==> src/rtl/counter_mod.sv <==
// Parametrised up/down counter with programmable modulus, wrap or saturate at the
// bounds, clear, parallel load, a terminal-count pulse and a sticky overflow flag.
module counter_mod #(
   parameter int             WIDTH     = 8,
   parameter logic [WIDTH-1:0] MAX_VALUE = {WIDTH{1'b1}},
   parameter bit             SATURATE  = 1'b0
) (
   input  logic             clk,
   input  logic             reset_n,
   input  logic             en,
   input  logic             up,
   input  logic             clear,
   input  logic             load,
   input  logic [WIDTH-1:0] load_value,
   output logic [WIDTH-1:0] value,
   output logic             tc,
   output logic             ovf
);

   logic [WIDTH-1:0] r_value;
   logic             r_tc;
   logic             r_ovf;

   logic [WIDTH-1:0] w_next_value;
   logic             w_next_tc;
   logic             w_next_ovf;
   logic             w_at_max;
   logic             w_at_min;
   logic [WIDTH-1:0] w_load_clamped;

   // Bounds compare against MAX_VALUE, not the natural WIDTH-bit limit, so a
   // short modulus wraps at MAX_VALUE.
   assign w_at_max       = (r_value == MAX_VALUE);
   assign w_at_min       = (r_value == '0);
   assign w_load_clamped = (load_value > MAX_VALUE) ? MAX_VALUE : load_value;

   always_comb begin
      // NOTE: every output of this block gets a default first, so no path can infer a latch.
      w_next_value = r_value;
      w_next_tc    = 1'b0;
      w_next_ovf   = r_ovf;

      if (clear) begin
         w_next_value = '0;
         w_next_ovf   = 1'b0;
      end else if (load) begin
         w_next_value = w_load_clamped;
      end else if (en) begin
         if (up) begin
            if (w_at_max) begin
               w_next_value = SATURATE ? MAX_VALUE : '0;
               w_next_tc    = 1'b1;
               w_next_ovf   = 1'b1;
            end else begin
               w_next_value = r_value + 1'b1;
            end
         end else begin
            if (w_at_min) begin
               w_next_value = SATURATE ? '0 : MAX_VALUE;
               w_next_tc    = 1'b1;
               w_next_ovf   = 1'b1;
            end else begin
               w_next_value = r_value - 1'b1;
            end
         end
      end
   end

   always_ff @(posedge clk) begin
      // NOTE: state registers use non-blocking assignments so all of them update together on the edge.
      if (!reset_n) begin
         r_value <= '0;
         r_tc    <= 1'b0;
         r_ovf   <= 1'b0;
      end else begin
         r_value <= w_next_value;
         r_tc    <= w_next_tc;
         r_ovf   <= w_next_ovf;
      end
   end

   assign value = r_value;
   assign tc    = r_tc;
   assign ovf   = r_ovf;

endmodule
==> config.mk <==
export PLATFORM = sky130hd
export DESIGN_NAME = counter_mod
export DESIGN_NICKNAME = d
export VERILOG_FILES = /design/src/rtl/counter_mod.sv
export SDC_FILE = /design/constraint.sdc
export NUM_CORES = 1
export LEC_CHECK = 0
export BUFFER_PORTS_ARGS = -buffer_cell sky130_fd_sc_hd__buf_4
export CORE_MARGIN = 5
export CORE_UTILIZATION = 40
export DETAILED_ROUTE_END_ITERATION = 10
export PLACE_DENSITY = 0.67
export SETUP_SLACK_MARGIN = 0.4
export SKIP_CTS_REPAIR_TIMING = 1
export SLEW_MARGIN = 10
export SYNTH_ARGS = -nofsm -noshare
export SYNTH_HDL_FRONTEND = slang
export SYNTH_SLANG_ARGS = --single-unit
==> constraint.sdc <==
create_clock -name clk -period 1.75 [get_ports clk]
set_input_delay 0.2625 -clock clk [delete_from_list [all_inputs] [get_ports clk]]
set_output_delay 0.2625 -clock clk [all_outputs]
set_load 0.02 [all_outputs]
== After elaboration in Yosys (flattened, before gate mapping) ==
Index checks and enable logic that the tools add are counted.
Widths: inputs -> output; s select.

* Bits in writable memories: 0
* Bits in registers: 10
* ROM bits: 0
* Memories kept: 0
* Bits in latches: 0
* Logic and storage cells: 29

* $mul: 0
* Muxes and demuxes: 12
* Divide/modulo/power cells: 0
* $lt $le $gt $ge: 1
* Eq/ne operators: 2
* Reductions and logical operators: 6
* Bitwise gates (word level): 3
* $add $sub $neg: 2
* Shift-type cells: 0

{| class="wikitable"
|+ Operator list
! operator !! number
|-
| $mux 8 || 6
|-
| $add 8x1->8 const B || 1
|-
| $eq 8x8->1 const B || 1
|-
| $gt 8x8->1 const B || 1
|-
| $logic_not 8->1 || 1
|-
| $sub 8x1->8 const B || 1
|-
| $mux 1 || 6
|-
| $reduce_and 4->1 || 1
|-
| $reduce_bool 2->1 || 2
|-
| $reduce_or 4->1 || 1
|-
| $not 1->1 || 3
|-
| $ne 2x1->1 const B || 1
|-
| $reduce_or 2->1 || 1
|}

== Depth between registers and ports, before layout ==
* Depth after elaboration: 5
* Mapped depth: 7
* Depth with buffers taken out: 6

== Worst setup path before layout ==
No wires, ideal clock.

* Path type: register -> register
* Start: register r_value[0] (netlist: value[0])
* End: register r_value[4] (netlist: value[4])
* Data required time: 1.664 ns
* Buffers on the path: 1
* Path slack: -0.290 ns
* Cell stages (with the launch flop): 8
* Arrival: 1.955 ns
* Cells stage by stage: dfxtp_1 -> clkbuf_1 -> inv_1 -> ha_1 -> or3b_2 -> o31a_1 -> a22o_1 -> a211oi_1

* Word-level cells in the longest chain between the ends: 5
* Elaborated cells between the ends (all ways): 9

{| class="wikitable"
|+ Ends and longest elaborated chain
! what !! RTL line !! text
|-
| from (decl) || 20 || <nowiki>logic [WIDTH-1:0] r_value;</nowiki>
|-
| from (signal assigned) || 76 || <nowiki>r_value <= w_next_value;</nowiki>
|-
| $sub 8x1->8 (tied with other cells) || 63 || <nowiki>w_next_value = r_value - 1'b1;</nowiki>
|-
| $mux 8, on equally long branches || 58, 50 ||
|-
| $mux 8 (*) || 49 || <nowiki>if (up) begin</nowiki>
|-
| $mux 8 (*) || 48 || <nowiki>end else if (en) begin</nowiki>
|-
| $mux 8 (*) || 46 || <nowiki>end else if (load) begin</nowiki>
|}

Mark *: on every way between the ends. The rest lies on a longest branch, timed or not. The select of a mux whose other input is x is not followed.
A chain may end at the register's enable or synchronous reset.

== Final worst setup path ==
* Start: register r_value[3] (netlist: value[3])
* End: register r_value[2] (netlist: value[2])

* Word-level cells in the longest chain between the ends: 5
* Elaborated cells between the ends (all ways): 7

{| class="wikitable"
|+ Ends and longest elaborated chain
! what !! RTL line
|-
| $eq 8x8->1 / $logic_not 8->1 (equally long branches) || 33, 34
|-
| $mux 8, on equally long branches || 50, 58
|-
| $mux 8 (*) || 49
|-
| $mux 8 (*) || 48
|-
| $mux 8 (*) || 46
|}

Marked as above.

==> flow_metrics.py <==
metrics = {
    "power_and_ir_drop": {
        "netSwitchingPower_mw": 0.255,
        "p_seq_frac": 0.338,
        "comb_power_share": 0.372,
        "power_switching_share": 0.340,
        "ir_worst_vdd_uv": 379,
        "intPower_mw": 0.495,
        "powerDensity_nw_per_um2": 560,
        "leakage_nw": 0.513,
        "p_clk_frac": 0.290,
    },
    "routing": {
        "viasPerCell": 6.13,
        "route.detailed.drc": 0,
        "routed-wl-met3_um": 294,
        "wl_met2_mm": 1.52,
        "routed_wirelength_mm": 3.13,
        "drt_iter0_markers": 49,
        "num_vias": 1078,
        "met1_length_mm": 1.21,
        "ant_nets": 0,
        "routed.top_layer": "met4",
        "firstDrtPassIters": 4,
        "post_drt_wl_per_cell_um": 17.8,
    },
    "critical_path": {
        "r2r_setup_slack_ns": 0.06,
        "arrival_ns": 1.87,
        "cp-startpoint": "value[3]",
        "crit_type": "reg -> reg",
        "r2r-end": "value[2]",
        "cp-start-kind": "register",
        "r2r_start": "value[3]",
        "worstPathRequired_ns": 1.93,
        "cp-endpoint": "value[2]",
        "rr_worst_depth": 5,
        "cp_max_fo": 5,
        "worstSetupEndpointType": "register",
    },
    "floorplan": {
        "num_rows": 17,
        "core_um2": 2150,
        "dieArea_um2": 3220,
        "io_pins": 24,
        "dieWidth_um": 56.8,
        "die_h_um": 56.8,
        "initial_core_util": 0.407,
    },
    "cells_and_area": {
        "num_antenna_cells": 0,
        "fin_nets": 166,
        "drive_above_1_share": 0.466,
        "fin_area_um2": 1340,
        "area_delta_synth_final_pct": 53.1,
        "final_util": 0.623,
    },
    "grt": {
        "grt_start_max_net_pins": 16,
        "grt_pass1_vias": 981,
        "grt_pass1_wl_mm": 4.39,
        "grt_util_all_layers": 0.171,
        "grt-ovfl-total": 0,
        "antenna_found_initial": 0,
    },
    "placed_design": {
        "gp_congestion": 0.870,
        "place_hpwl_mm": 1.99,
        "place_area_um2": 1120,
        "numPortBuffers": 23,
    },
    "timing": {
        "slew_headroom": 0.737,
        "tightest_slew_ns": 0.393,
        "rsz0062_at_grt": "yes",
        "hold_violations": 0,
        "timing.hold.ws_ns": 0.233,
        "max_clock_freq_mhz": 592,
        "setup_viol": 0,
        "period_share": 0.965,
        "tns_ns": 0,
        "skew_ns": 0.00152,
        "finalMaxSlewViolations": 0,
        "min_period_ns": 1.69,
    },
    "clocking": {
        "clk_latency_ns": 0.28,
        "clkTransAtPathRegs_ns": 0.07,
        "cts_max_path_buffers": 2,
        "cts-root-buf": "clkbuf_4",
        "htreeDepth": 1,
        "cts_sinks": 10,
        "tritoncts": "built",
        "cts_buffers": 3,
    },
    "logic_synthesis": {
        "synthArstFlopShare": 0,
        "synth_seq_cells": 10,
        "synth.most_common_cell": "dfxtp_1",
        "yosysTopAreaCell": "dfxtp_1",
        "netlist.area_leader.share": 0.229,
        "synth_fp_nets": 134,
        "seq_area_frac_synth": 0.229,
        "synth_commonest_cells": "dfxtp_1 (10), nor3_1 (9), a21oi_1 (8), inv_1 (7), nand2_1 (7)",
        "synth_edf_count": 0,
        "syn_area_per_cell_um2": 7.48,
        "syn_area_um2": 875,
        "synth_flop_cell": "dfxtp_1",
        "synth_cell_types": 44,
        "synthTopCellsByArea": "dfxtp_1 (23%), nor3_1 (5.2%), a21oi_1 (4.6%), ha_1 (4.3%), a31oi_1 (3.6%)",
        "syn_inst": 117,
        "yosysWarnings": 0,
    },
    "hold_path": {
        "whs_path_depth": 3,
        "hold_path.class": "in -> reg",
    },
    "job": {
        "drv_cap": 0,
    },
    "status": {
        "status": "complete, no violations",
    },
}
[worst min-delay path by stage]
| stage | from | to | slack (ns) |
|---|---|---|---|
| after floorplan | load_value[1] | value[1] | 0.40 |
| after global placement | ovf | ovf | 0.44 |
| after detailed placement | ovf | ovf | 0.45 |
| after CTS | load_value[1] | value[1] | 0.23 |
| after global routing | load_value[1] | value[1] | 0.25 |
| final | load_value[1] | value[1] | 0.23 |
[cell usage in the layout, fill, tap and decap left out, types with 2 or more instances in the layout]
cell       n
dfxtp_1    4
inv_1      5
nor2_1     3
o21ai_1    2
nor4_1     2
a211oi_2   2
and4_1     2
nand2b_1   2
nand3_1    3
or4_1      2
o21ai_0    4
xnor2_1    2
o211ai_1   2
or3_1      2
inv_4      2
a21oi_1    7
a31oi_1    5
buf_4     34
dfxtp_4    6
nor3_1     6
o21a_1     2
buf_6      3
clkbuf_4   3
nand2_1    7
nor2b_1    3
a21o_1     2
nor3_2     2
[registers in the layout, summed over array words and instances (netlist names)]
register	count
ovf	1
tc	1
value	8
[area by class of cell]
type / count / area [um^2]
clock buffer: 4 / 36.3
fill: 178 / 810
inverter: 7 / 31.3
multi-input combinational: 90 / 724
sequential: 10 / 223
tap: 28 / 35.0
timing repair buffer: 37 / 289
[worst max-delay path: stages (launching register included)]
cell and delay [ns]:
dfxtp_4 0.37, or4_4 0.55, nor3_2 0.21, buf_4 0.17, a2111oi_2 0.04, a211oi_2 0.25
[cells by family (layout without fill, tap and decap cells)]
group / after synthesis / after routing / share of synthesized area
adder cells (fa/ha/maj): 3 / 3 / 0.0429
AO/OA/AOI/OAI: 39 / 39 / 0.298
flip-flops: 10 / 10 / 0.229
multiplexers: 1 / 1 / 0.0114
AND/OR/NAND/NOR: 44 / 44 / 0.303
XOR/XNOR: 3 / 3 / 0.0300
buffers and inverters: 17 / 48 / 0.0858
[layer usage]
metal  vias up  track usage
li1        511            -
met1       498        0.210
met2        58        0.276
met3        11       0.0506
met4         0       0.0695
met5         -            0
[per-stage QoR]
step	instances	worst slack (ns)	total power, mW
after global routing	176	0.0239	0.782
final	176	0.0609	0.750
after floorplan	117	0.0106	0.404
after detailed placement	166	0.0248	0.477
after global placement	166	0.0111	0.473
after CTS	170	0.0164	0.690
[power groups by stage]
| stage | logic [mW] | registers [mW] | clock network, mW |
|---|---|---|---|
| final | 0.279 | 0.253 | 0.218 |
| after CTS | 0.219 | 0.253 | 0.218 |
| after floorplan | 0.139 | 0.265 | 0 |
| after detailed placement | 0.218 | 0.259 | 0 |
| after global routing | 0.300 | 0.255 | 0.227 |
| after global placement | 0.215 | 0.259 | 0 |
Power figures use the tool's default switching activity.
